[src/rtl/lsu_pkg.sv]
`default_nettype none
//==============================================================================
// Module      : lsu_pkg
// Description : Shared types and constants for the load/store unit:
//               access-size encodings, FSM state type and fault causes.
// Revision    : 1.0 - initial release
//==============================================================================
package lsu_pkg;

    // Core access-size encodings; bit 2 selects zero-extension on loads.
    localparam logic [2:0] LDST_B  = 3'd0;
    localparam logic [2:0] LDST_H  = 3'd1;
    localparam logic [2:0] LDST_W  = 3'd2;
    localparam logic [2:0] LDST_BU = 3'd4;
    localparam logic [2:0] LDST_HU = 3'd5;

    typedef enum logic [1:0] {
        IDLE = 2'd0,
        WAIT = 2'd1,
        DONE = 2'd2
    } lsu_state_t;

    // Why the access was aborted.
    localparam logic [1:0] FAULT_NONE     = 2'd0;
    localparam logic [1:0] FAULT_TIMEOUT  = 2'd1;
    localparam logic [1:0] FAULT_MISALIGN = 2'd2;

    // Halfword accesses need an even address, word accesses (including the
    // unused encodings that behave as words) need a word-aligned address.
    function automatic logic is_misaligned(input logic [2:0] size,
                                           input logic [1:0] off);
        logic r;
        r = 1'b0;
        case (size)
            LDST_B, LDST_BU: r = 1'b0;
            LDST_H, LDST_HU: r = off[0];
            default:         r = (off != 2'b00);
        endcase
        return r;
    endfunction

endpackage
`default_nettype wire

[src/rtl/load_store_unit_if.sv]
`default_nettype none
//==============================================================================
// Module      : load_store_unit_if
// Description : Word-wide data-memory request/ready bus between the load/store
//               unit (master) and the memory or peripheral fabric (slave).
// Revision    : 1.0 - initial release
//==============================================================================
interface load_store_unit_if;
    logic        mem_req_o;
    logic        mem_we_o;
    logic [3:0]  mem_be_o;
    logic [31:0] mem_addr_o;
    logic [31:0] mem_wd_o;
    logic [31:0] mem_rd_i;
    logic        mem_ready_i;

    modport master (
        output mem_req_o,
        output mem_we_o,
        output mem_be_o,
        output mem_addr_o,
        output mem_wd_o,
        input  mem_rd_i,
        input  mem_ready_i
    );

    modport slave (
        input  mem_req_o,
        input  mem_we_o,
        input  mem_be_o,
        input  mem_addr_o,
        input  mem_wd_o,
        output mem_rd_i,
        output mem_ready_i
    );
endinterface
`default_nettype wire

[src/rtl/lsu_data_align.sv]
`default_nettype none
//==============================================================================
// Module      : lsu_data_align
// Description : Combinational lane steering. Store side: byte enables and
//               store-data replication. Load side: byte/half extraction with
//               sign or zero extension from a full memory word.
// Revision    : 1.0 - initial release
//==============================================================================
module lsu_data_align
    import lsu_pkg::*;
(
    input  wire logic [2:0]  i_st_size,
    input  wire logic [1:0]  i_st_off,
    input  wire logic [31:0] i_wd,
    input  wire logic [2:0]  i_ld_size,
    input  wire logic [1:0]  i_ld_off,
    input  wire logic [31:0] i_rd_word,
    output logic      [3:0]  o_be,
    output logic      [31:0] o_wd,
    output logic      [31:0] o_rd
);

    logic [7:0]  w_byte;
    logic [15:0] w_half;

    // Byte enables and replicated store data for the outgoing request.
    always_comb begin
        o_be = 4'b1111;
        o_wd = i_wd;
        case (i_st_size)
            LDST_B, LDST_BU: begin
                o_be = 4'b0001 << i_st_off;
                o_wd = {4{i_wd[7:0]}};
            end
            LDST_H, LDST_HU: begin
                o_be = 4'b0011 << {i_st_off[1], 1'b0};
                o_wd = {2{i_wd[15:0]}};
            end
            default: begin
                o_be = 4'b1111;
                o_wd = i_wd;
            end
        endcase
    end

    // Pick the addressed byte/half out of the returned word and extend it.
    always_comb begin
        w_byte = i_rd_word[7:0];
        case (i_ld_off)
            2'd0:    w_byte = i_rd_word[7:0];
            2'd1:    w_byte = i_rd_word[15:8];
            2'd2:    w_byte = i_rd_word[23:16];
            default: w_byte = i_rd_word[31:24];
        endcase
        w_half = i_ld_off[1] ? i_rd_word[31:16] : i_rd_word[15:0];
        case (i_ld_size)
            LDST_B:  o_rd = {{24{w_byte[7]}}, w_byte};
            LDST_BU: o_rd = {24'h0, w_byte};
            LDST_H:  o_rd = {{16{w_half[15]}}, w_half};
            LDST_HU: o_rd = {16'h0, w_half};
            default: o_rd = i_rd_word;
        endcase
    end

endmodule
`default_nettype wire

[src/rtl/load_store_unit.sv]
`default_nettype none
//==============================================================================
// Module      : load_store_unit
// Description : Turns core loads/stores into a req/ready memory handshake,
//               stalls the core until the access commits, steers byte lanes
//               and aborts any access that waits longer than TIMEOUT_CYCLES.
//               Optional: define MISALIGN_CHECK_EN to fault misaligned H/W
//               accesses without issuing them to memory.
// Revision    : 1.0 - initial release
//==============================================================================
module load_store_unit
    import lsu_pkg::*;
#(
    parameter int TIMEOUT_CYCLES = 255,
    parameter int CNT_W          = 16
) (
    input  wire logic        clk_i,
    input  wire logic        rst_ni,
    input  wire logic        core_req_i,
    input  wire logic        core_we_i,
    input  wire logic [2:0]  core_size_i,
    input  wire logic [31:0] core_addr_i,
    input  wire logic [31:0] core_wd_i,
    output logic      [31:0] core_rd_o,
    output logic             core_stall_o,
    output logic             core_fault_o,
    load_store_unit_if.master mem
);

    localparam logic [CNT_W-1:0] C_CNT_LAST = CNT_W'(TIMEOUT_CYCLES - 1);

    lsu_state_t       r_state;
    lsu_state_t       w_next;
    logic [CNT_W-1:0] r_cnt;
    logic [31:0]      r_rdata;
    logic [1:0]       r_off;
    logic [2:0]       r_size;
    logic             r_we;
    logic [1:0]       r_cause;

    logic             w_req;
    logic             w_stall;
    logic             w_cap_req;
    logic             w_cap_rd;
    logic             w_cnt_inc;
    logic [1:0]       w_next_cause;
    logic             w_misaligned;
    logic [3:0]       w_be;
    logic [31:0]      w_wd;
    logic [31:0]      w_ld;

`ifdef MISALIGN_CHECK_EN
    assign w_misaligned = is_misaligned(core_size_i, core_addr_i[1:0]);
`else
    assign w_misaligned = 1'b0;
`endif

    lsu_data_align u_align (
        .i_st_size (core_size_i),
        .i_st_off  (core_addr_i[1:0]),
        .i_wd      (core_wd_i),
        .i_ld_size (r_size),
        .i_ld_off  (r_off),
        .i_rd_word (r_rdata),
        .o_be      (w_be),
        .o_wd      (w_wd),
        .o_rd      (w_ld)
    );

    // Next-state, handshake and capture-enable decode.
    always_comb begin
        w_next       = r_state;
        w_req        = 1'b0;
        w_stall      = 1'b0;
        w_cap_req    = 1'b0;
        w_cap_rd     = 1'b0;
        w_cnt_inc    = 1'b0;
        w_next_cause = r_cause;
        case (r_state)
            IDLE: begin
                if (core_req_i) begin
                    w_stall   = 1'b1;
                    w_cap_req = 1'b1;
                    if (w_misaligned) begin
                        w_next_cause = FAULT_MISALIGN;
                        w_next       = DONE;
                    end else begin
                        w_req        = 1'b1;
                        w_next_cause = FAULT_NONE;
                        if (mem.mem_ready_i) begin
                            w_cap_rd = 1'b1;
                            w_next   = DONE;
                        end else begin
                            w_next = WAIT;
                        end
                    end
                end
            end
            WAIT: begin
                w_req     = 1'b1;
                w_stall   = 1'b1;
                w_cnt_inc = 1'b1;
                // A completing memory wins over an expiring timeout.
                if (mem.mem_ready_i) begin
                    w_cap_rd = 1'b1;
                    w_next   = DONE;
                end else if (r_cnt == C_CNT_LAST) begin
                    w_next_cause = FAULT_TIMEOUT;
                    w_next       = DONE;
                end
            end
            DONE: begin
                w_next_cause = FAULT_NONE;
                w_next       = IDLE;
            end
            default: begin
                w_next_cause = FAULT_NONE;
                w_next       = IDLE;
            end
        endcase
    end

    // State, wait counter and captured access attributes.
    always_ff @(posedge clk_i or negedge rst_ni) begin
        if (!rst_ni) begin
            r_state <= IDLE;
            r_cnt   <= '0;
            r_rdata <= '0;
            r_off   <= '0;
            r_size  <= '0;
            r_we    <= 1'b0;
            r_cause <= FAULT_NONE;
        end else begin
            r_state <= w_next;
            r_cause <= w_next_cause;
            if (w_cap_req) begin
                r_off  <= core_addr_i[1:0];
                r_size <= core_size_i;
                r_we   <= core_we_i;
                r_cnt  <= '0;
            end else if (w_cnt_inc) begin
                r_cnt <= r_cnt + 1'b1;
            end
            if (w_cap_rd) begin
                r_rdata <= mem.mem_rd_i;
            end
        end
    end

    // Reset gates the handshake outputs so they drop without waiting for clk.
    assign mem.mem_req_o  = rst_ni & w_req;
    assign core_stall_o   = rst_ni & w_stall;

    assign mem.mem_we_o   = mem.mem_req_o ? core_we_i : 1'b0;
    assign mem.mem_be_o   = mem.mem_req_o ? w_be : 4'h0;
    assign mem.mem_addr_o = mem.mem_req_o ? {core_addr_i[31:2], 2'b00} : 32'h0;
    assign mem.mem_wd_o   = mem.mem_req_o ? w_wd : 32'h0;

    assign core_fault_o   = (r_state == DONE) && (r_cause != FAULT_NONE);
    assign core_rd_o      = ((r_state == DONE) && (r_cause == FAULT_NONE) && !r_we)
                            ? w_ld : 32'h0;

endmodule
`default_nettype wire

[src/flat_wrapper.sv]
// flat-port wrapper written by rule: the top's interface ports become plain ports
module load_store_unit_flat import lsu_pkg::*;
#(
    parameter int TIMEOUT_CYCLES = 255,
    parameter int CNT_W          = 16
)
  (clk_i, rst_ni, core_req_i, core_we_i, core_size_i, core_addr_i, core_wd_i, core_rd_o, core_stall_o, core_fault_o, mem_mem_req_o, mem_mem_we_o, mem_mem_be_o, mem_mem_addr_o, mem_mem_wd_o, mem_mem_rd_i, mem_mem_ready_i);
  load_store_unit_if mem_i ();
  input  wire logic clk_i;
  input  wire logic rst_ni;
  input  wire logic core_req_i;
  input  wire logic core_we_i;
  input  wire logic [2:0] core_size_i;
  input  wire logic [31:0] core_addr_i;
  input  wire logic [31:0] core_wd_i;
  output logic      [31:0] core_rd_o;
  output logic core_stall_o;
  output logic core_fault_o;
  output wire logic [$bits(mem_i.mem_req_o)-1:0] mem_mem_req_o;
  output wire logic [$bits(mem_i.mem_we_o)-1:0] mem_mem_we_o;
  output wire logic [$bits(mem_i.mem_be_o)-1:0] mem_mem_be_o;
  output wire logic [$bits(mem_i.mem_addr_o)-1:0] mem_mem_addr_o;
  output wire logic [$bits(mem_i.mem_wd_o)-1:0] mem_mem_wd_o;
  input wire logic [$bits(mem_i.mem_rd_i)-1:0] mem_mem_rd_i;
  input wire logic [$bits(mem_i.mem_ready_i)-1:0] mem_mem_ready_i;
  assign mem_mem_req_o = mem_i.mem_req_o;
  assign mem_mem_we_o = mem_i.mem_we_o;
  assign mem_mem_be_o = mem_i.mem_be_o;
  assign mem_mem_addr_o = mem_i.mem_addr_o;
  assign mem_mem_wd_o = mem_i.mem_wd_o;
  assign mem_i.mem_rd_i = mem_mem_rd_i;
  assign mem_i.mem_ready_i = mem_mem_ready_i;
  load_store_unit #(.TIMEOUT_CYCLES(TIMEOUT_CYCLES), .CNT_W(CNT_W)) u_core (.clk_i(clk_i), .rst_ni(rst_ni), .core_req_i(core_req_i), .core_we_i(core_we_i), .core_size_i(core_size_i), .core_addr_i(core_addr_i), .core_wd_i(core_wd_i), .core_rd_o(core_rd_o), .core_stall_o(core_stall_o), .core_fault_o(core_fault_o), .mem(mem_i));
endmodule
[config.mk]
export PLATFORM = sky130hd
export DESIGN_NAME = load_store_unit_flat
export DESIGN_NICKNAME = d
export VERILOG_FILES = /design/src/rtl/lsu_pkg.sv /design/src/rtl/load_store_unit_if.sv /design/src/rtl/lsu_data_align.sv /design/src/rtl/load_store_unit.sv /design/src/flat_wrapper.sv
export SDC_FILE = /design/constraint.sdc
export NUM_CORES = 1
export LEC_CHECK = 0
export BUFFER_PORTS_ARGS = -buffer_cell sky130_fd_sc_hd__clkbuf_2
export CAP_MARGIN = 20
export CORE_MARGIN = 8
export CORE_UTILIZATION = 40
export DETAILED_ROUTE_END_ITERATION = 8
export PLACE_DENSITY = 0.7
export SLEW_MARGIN = 25
export SYNTH_ARGS = -nofsm -noshare
export SYNTH_HDL_FRONTEND = slang
export SYNTH_SLANG_ARGS = --single-unit
[constraint.sdc]
create_clock -name clk_i -period 2.66 [get_ports clk_i]
set_input_delay 0.266 -clock clk_i [delete_from_list [all_inputs] [get_ports clk_i]]
set_output_delay 0.266 -clock clk_i [all_outputs]
set_load 0.005 [all_outputs]
# After elaboration in Yosys (flattened, before gate mapping)
# Index checks and enable logic that the tools add are counted.
totals:
  ff_bits: 58
  input_bits: 104
  output_inout_bits: 104
  elab_cells: 69
classes:
  add_sub_neg: 1
  n_eq_ne: 15
  shifts: 2
  mux: 28
  bitwise: 1
  reduce_logical: 15
op_table:
  columns: ["cell", "count"]
  rows:
  - ["$pmux 32 s4", 1]
  - ["$mux 32", 3]
  - ["$pmux 32 s2", 1]
  - ["$mux 16", 3]
  - ["$pmux 8 s3", 1]
  - ["$add 16x1->16 const B", 1]
  - ["$eq 16x8->1 const B", 1]
  - ["$mux 2", 7]
  - ["$eq 3x3->1 const B", 4]
  - ["$pmux 2 s2", 2]
  - ["$pmux 4 s2", 1]
  - ["$eq 3x1->1 const B", 2]
  - ["$logic_not 2->1", 3]
  - ["$logic_not 3->1", 2]
  - ["$mux 1", 6]
  - ["$eq 2x1->1 const B", 2]
  - ["$eq 2x2->1 const B", 2]
  - ["$mux 4", 1]
  - ["$ne 2x2->1 const B", 2]
  - ["$pmux 1 s2", 2]
  - ["$reduce_bool 2->1", 2]
  - ["$reduce_or 2->1", 2]
  - ["$shl 1x2->4 const A", 1]
  - ["$shl 2x2->4 const A", 1]
  - ["other kinds (7)", 9]

# Logic depth before layout (Yosys ltp)
# Gate-level depths: netlist of run 1.
depth:
  word_depth: 4
  depth_mapped: 8
  ltp_nobuf: 6

# Hierarchy
# A second synthesis of run 1 with hierarchy kept.
hier_totals:
  cells_unflattened: 474
  hier_area_um2: 4379.2
by_module_without_submodules:
  columns: ["mod", "instances", "cells_per_inst", "area_per_inst_um2", "seq_area_each_um2"]
  rows:
  - ["load_store_unit", 1, 305, 3123.0, 1426.4]
  - ["lsu_data_align", 1, 169, 1256.2, 0.0]

# Least setup slack after synthesis of run 1
# Ideal clock, no wire load.
synth_path:
  path_kind: "register to output"
  from: "reg u_core.r_state[0]"
  to: "out core_rd_o[21]"
  t_arrival_ns: 1.660
  t_required_ns: 2.394
  path_slack_ns: 0.734
  stages_incl_launch_ff: 6
  path_buffers: 2
  path_cell_list: "dfrtp_1 -> or4b_1 -> buf_2 -> nor2_1 -> buf_2 -> a21o_1"
synth_between:
  elab_chain_cells: 4
synth_rtl:
  columns: ["item", "line_no", "source"]
  rows:
  - ["start: declaration", "load_store_unit.sv:32", "lsu_state_t r_state;"]
  - ["start signal: assignment", "load_store_unit.sv:134", "r_state <= w_next;"]
  - ["$eq 2x2->1", "load_store_unit.sv:160", "assign core_rd_o = ((r_state == DONE) && (r_cause == FAULT_NONE) && !r_we)"]
  - ["$logic_and 1x1->1 (2 in series)", "load_store_unit.sv:160", null]
  - ["$mux 32", "load_store_unit.sv:161", "? w_ld : 32'h0;"]
  - ["end: declaration", "flat_wrapper.sv:16", "output logic [31:0] core_rd_o;"]
# No other way between the ends.

# Final worst setup path of run 1
layout_path:
  from: "reg u_core.r_off[1]"
  to: "out core_rd_o[15]"
layout_between:
  elab_chain_cells: 4
  elab_cells_between_ends: 7
  classes_between: "eq/ne: 2; mux: 4; reduce/logical: 1"
layout_rtl:
  columns: ["item", "line_no", "source"]
  rows:
  - ["start: declaration", "load_store_unit.sv:36", "logic [1:0] r_off;"]
  - ["start signal: assignment", "load_store_unit.sv:137", "r_off <= core_addr_i[1:0];"]
  - ["$eq 2x2->1 (tied with other cells)", "lsu_data_align.sv:49", "case (i_ld_off)"]
  - ["$pmux 8 s3", "lsu_data_align.sv:49", null]
  - ["$pmux 32 s4 (*)", "lsu_data_align.sv:56", "case (i_ld_size)"]
  - ["$mux 32 (*)", "load_store_unit.sv:161", null]
# Every way passes the cells marked *; elsewhere a longest branch is shown, timed or not.

==> flow_summary.toml, run 1 <==
[status]
status = "completed"

[min_path]
hold_class = "input pin to asynchronous set/reset pin"

[critical_path]
start_kind = "flip-flop"
r2r-start = "u_core.r_state[0]"
path_class = "flip-flop to output pin"
slowest_delay_ns = 0.46
cp-startpoint = "u_core.r_off[1]"
path_max_fanout = 8
slowest_stage = "or3_1"
crit_chain = "mux4_1 -> nand2b_1 -> or3_1 -> a311oi_1 -> clkbuf_2"
cp_data_arrival_time_ns = 2.26
cp.required_ns = 2.39
end_kind = "output pin"

[global_route]
grt_max_degree = 65
grt_pass1_vias = 4320
grt.overflow.total = 0
grt_pass1_wl_um = 21960
grt.total_usage = 0.2080
grt_antenna_before_repair = 0

[clocking]
htreeDepth = 3
cts_hold_buffers = 0
path_clk_slew_ns = 0.07
cts_inserted_buffers = 9
cts_buffer_depth = 2
clock_sinks = 57
clock_latency_ns = 0.34
cts_tree = "done"
cts-root-buf = "clkbuf_8"
post_cts_buffers = 0

[die]
fp-row-count = 36
dieArea_um2 = 13460
io_pins = 208
fp.dieH_um = 116.0
initial_core_util = 0.4114
die_x_um = 116.0
core_um2 = 9729

[place]
place.gp.congestion = 0.9012
pre_cts_ws_ns = 0.3588
place_inst = 744
portBuffers = 205
hpwl_um = 11240

[power_and_ir_drop]
vdd_drop_max_uv = 212.7
power_density_nw_per_um2 = 515.4
leakagePower_nw = 2.928

[synthesis]
muxShareOfSynthArea = 0.2029
syn_avg_cell_area_um2 = 9.201
synth-adder-area-share = 0.006252
synth_top_family_by_area = "multiplexers"
ys_seq_area_frac = 0.3564
synth_compound_area_frac = 0.1960
synthXorXnorAreaFrac = 0
synth_edf_count = 0
yosys.area_share.simple = 0.1829
ys_types = 48
post_synth_inst_count = 435
ys.flop_type = "dfrtp_1"
ys_async_sr_fraction = 1.000
synth-seq-cells = 57
synth_warnings = 0
syn_area_um2 = 4003

[layout]
fillCellCount = 959
area_growth_pct = 31.57
layoutNonFillerInstCount = 760
register_area_um2 = 1426
layout_commonest_cell = "clkbuf_2"
drive_gt1_frac = 0.4498
layout_common_cells = "204 x clkbuf_2, 57 x dfrtp_1, 43 x nor2_1"
final_nets = 728
num_antenna_cells = 0
multi_input_area_um2 = 2365

[routing]
viasPerCell = 5.549
drt-pass1-iter-count = 5
wl_um = 13940
dr.first_iter.drc_count = 198
drc = 0
detail-route-antenna-nets = 0
num_vias = 4217
wl_per_cell_um = 18.34

[sta]
setup_viol = 0
finalCritPeriodShare = 0.9498
relSlewSlack = 0.6187
tns_ns = 0
clock_skew_ns = 0.01333
worst_slack_ns = 0.1336
final-max-slew-violation-count = 0
layout_min_cycle_time_ns = 2.526
tightestPinTransition_ns = 0.5719
rsz0062_at_grt = "false"
hold_violations = 0
max_freq_mhz = 395.8

[job]
maxCapViolCount = 0
[worst paths after layout]
kind | endpoint | slack, ns | cells after the start
worst max-delay path | core_rd_o[15] | 0.13 | 5
min in group clk_i | u_core.r_rdata[3] | 0.16 | 2
worst min register to register | u_core.r_cnt[15] | 0.48 | 1
worst max register to register | u_core.r_cnt[12] | 0.74 | 4
max in group asynchronous | u_core.r_cnt[0] | 1.74 | 3
worst min-delay path | u_core.r_cnt[6] | 0.05 | 2
[power by group]
part           internal [mW]  leakage (nW)  switching, mW  total (mW)
registers              0.994         0.709          0.180        1.17
logic                  0.460          2.14          0.412       0.873
clock network          0.330        0.0818          0.338       0.668
[sequential cells by signal, summed over array words and instances, names as in the netlist]
name and cells:
u_core.r_cnt 16, u_core.r_off 2, u_core.r_state 2, u_core.r_rdata 32, u_core.r_cause 1, u_core.r_we 1
u_core.r_size 3
[worst max-delay path: cells and delay by family (launching register included)]
family,cells,cell delay (ns)
simple gates,2,0.57
compound gates,1,0.42
buf+inv,1,0.19
flops,1,0.39
mux,1,0.36
[cell families after synthesis]
| kind of cell | count (synthesis) |
|---|---|
| AOI/OAI and AO/OA | 117 |
| adders and majority gates | 2 |
| buffers and inverters | 50 |
| DFF | 57 |
| muxes | 66 |
| other | 1 |
| and+or+nand+nor | 142 |
[what timing repair did]
| item | CTS | global route |
|---|---|---|
| setup endpoints to repair | 1 | 0 |
| gates resized for setup | 1 | 0 |
| endpoints found under the hold margin | 0 | 0 |
[layout make-up]
| cell class | count | share of cell area |
|---|---|---|
| Clock buffer | 10 | 0.02423 |
| Clock inverter | 6 | 0.006652 |
| Inverter | 8 | 0.005702 |
| Multi-Input combinational cell | 329 | 0.4490 |
| Sequential cell | 57 | 0.2708 |
| Tap cell | 133 | 0.03160 |
| Timing Repair Buffer | 217 | 0.2119 |
[Yosys cell counts, types with 8 or more instances]
master | count | area share
a21o_1 | 24 | 0.045
a21oi_1 | 28 | 0.035
a22o_1 | 10 | 0.022
and3_1 | 41 | 0.064
clkbuf_1 | 27 | 0.025
dfrtp_1 | 57 | 0.36
mux2_2 | 38 | 0.11
mux2i_1 | 20 | 0.050
nand2_1 | 25 | 0.023
nand4_1 | 8 | 0.013
nor2_1 | 43 | 0.040
o21ai_0 | 18 | 0.023
o22ai_1 | 15 | 0.023
[metal layers]
metal	track usage	routed length (um)
met2	0.3299	6676
met1	0.2524	5745
met4	0.09507	446
met5	0	0
met3	0.06566	1068
[per-stage QoR]
step	area, um^2	utilization	power [mW]	hold WS, ns
after floorplan	4006	-	1.707	-0.02959
after global placement	5100	0.5242	2.023	0.4027
after detailed placement	5100	0.5242	2.049	0.4185
after CTS	5266	0.5413	2.726	0.04818
after global routing	5266	0.5413	2.873	0.09186
final	5266	0.5413	2.714	0.05188
Power figures use the tool's default switching activity.
==> run 2: changes to the inputs <==
CORE_UTILIZATION = 50   (was 40)
PLACE_DENSITY = 0.87   (was 0.7)
==> run 2 against run 1 <==
  * Critical path depth stayed put
  * Sequential share of layout area is 0.16 points higher
  * Hold slack better by 0.12 ns
  * Total power is 3.0% higher
  * Cell count is 4.3% lower
  * First-iteration DRC count is 54% higher
  * Global-route usage is 3.8 points higher
  * Combinational power is 0.6% higher
  * Setup slack better by 0.053 ns
==> flow_summary.toml, run 2 (synthesis results as in run 1) <==
[layout]
largest_reg_flops = 32
register_area_um2 = 1426
layout_commonest_cell = "clkbuf_2"
fillCellCount = 622
top_register = "u_core.r_rdata"
area_growth_pct = 30.82
final_nets = 727
multi_input_area_um2 = 2365
largest_registers = "u_core.r_rdata: 32 flops, u_core.r_cnt: 16 flops, u_core.r_size: 3 flops"
drive_gt1_frac = 0.4464
layout_common_cells = "204 x clkbuf_2, 57 x dfrtp_1, 43 x nor2_1"
num_antenna_cells = 0

[die]
initial_core_util = 0.5180
fp-row-count = 32
io_pins = 208
fp.dieH_um = 105.5
core_um2 = 7727
dieArea_um2 = 11120
die_x_um = 105.5

[global_route]
grt.total_usage = 0.2463
grt_pass1_vias = 4305
grt_antenna_before_repair = 0
grt_pass1_wl_um = 22450
grt.overflow.total = 0
grt_max_degree = 58

[critical_path]
path_class = "flip-flop to output pin"
cp_data_arrival_time_ns = 2.21
cp.required_ns = 2.39
end_kind = "output pin"
reg2regPathDepth = 4
start_kind = "flip-flop"
path_max_fanout = 16
r2r-start = "u_core.r_state[0]"
r2r_setup_slack_ns = 0.65
worstReg2RegEnd = "u_core.r_cnt[12]"
cp-startpoint = "u_core.r_state[0]"

[routing]
viasPerCell = 5.884
dr.first_iter.drc_count = 304
wl_per_cell_um = 18.98
num_vias = 4278
wl_um = 13800
drt-pass1-iter-count = 5
drc = 0
detail-route-antenna-nets = 0

[power_and_ir_drop]
power_density_nw_per_um2 = 533.9
switching_power_mw = 0.9195
leakagePower_nw = 2.935
internal_power_mw = 1.876
pwr-share-comb = 0.314
p_total_mw = 2.795
pwr-share-clk = 0.267
p_sw_frac = 0.3289
p_seq_frac = 0.419
vdd_drop_max_uv = 330.2

[min_path]
whs_path_depth = 2
whs_endpoint = "u_core.r_rdata[22]"
hold_class = "input pin to flip-flop"
holdCritStartpoint = "mem_mem_rd_i[22]"

[sta]
rsz0062_at_grt = "false"
relSlewSlack = 0.5237
max_freq_mhz = 404.3
hold_violations = 0
finalCritPeriodShare = 0.9298
setup_viol = 0
tightestPinTransition_ns = 0.7145
layout_min_cycle_time_ns = 2.473
final-max-slew-violation-count = 0
tns_ns = 0
clock_skew_ns = 0.005631

[clocking]
cts_buffer_depth = 2
cts_inserted_buffers = 9
path_clk_slew_ns = 0.07
clock_latency_ns = 0.32
cts-root-buf = "clkbuf_8"
clock_sinks = 57
htreeDepth = 3
cts_tree = "done"

[place]
hpwl_um = 10790
portBuffers = 205
place.gp.congestion = 0.9418

[status]
status = "completed"

[job]
maxCapViolCount = 0
[run 2: cell count changes in the layout (fill, tap and decap cells not counted), sizes merged]
cell,previous run,this run
clkinvlp,2,0
buf,13,12
bufinv,0,1
clkbuf,214,215
clkinv,5,4
[run 2: layer usage]
layer	wire (um)	vias up	GRT usage
met5	0	-	0
met4	282	0	0.08155
met3	1019	35	0.05481
met2	6928	213	0.4114
met1	5565	2049	0.3075
li1	-	1981	-
[run 2: per-stage QoR]
stage	setup WS (ns)	instances	instance area (um^2)	hold slack, ns	util
after floorplan	0.7344	436	4006	-0.02959	-
after global placement	0.4991	712	5056	0.4709	0.6543
after detailed placement	0.4461	712	5056	0.4805	0.6543
after CTS	0.08726	727	5233	0.1599	0.6771
after global routing	0.07604	727	5236	0.1573	0.6776
final	0.1867	727	5236	0.1709	0.6776
[run 2: power by group through the flow]
stage	sequential, mW	combinational [mW]	clock, mW
2_1_floorplan	1.10	0.610	0
3_3_place_gp	1.16	0.841	0
3_5_place_dp	1.17	0.871	0
4_1_cts	1.16	0.874	0.763
5_1_grt	1.19	0.954	0.805
6_report	1.17	0.878	0.746
[run 2: worst max-delay path by stage]
| stage | slack [ns] | cells past startpoint | to |
|---|---|---|---|
| after CTS | 0.09 | 5 | core_rd_o[19] |
| after global routing | 0.08 | 5 | core_rd_o[31] |
| after floorplan | 0.73 | 5 | core_rd_o[21] |
| final | 0.19 | 5 | core_rd_o[31] |
| after detailed placement | 0.45 | 5 | core_rd_o[19] |
| after global placement | 0.50 | 5 | core_rd_o[31] |
[run 2: final cells by class]
type,count,share of cell area
clock inverter,4,0.008602
sequential,57,0.2724
clock buffer,11,0.02509
inverter,8,0.005735
timing repair buffer,216,0.2122
multi-input combinational,329,0.4516
tap,102,0.02437
[run 2: what timing repair did]
| action | in CTS | in global routing |
|---|---|---|
| endpoints found under the setup margin | 0 | 3 |
| hold buffers | 0 | 0 |
| setup buffers | 0 | 0 |
| resized for setup | 0 | 1 |
[run 2: worst max-delay path, stage by stage (launching register included)]
cell	delay, ns
dfrtp_1	0.49
or4b_4	0.64
a2111oi_4	0.21
buf_4	0.28
a21o_1	0.14
clkbuf_2	0.12
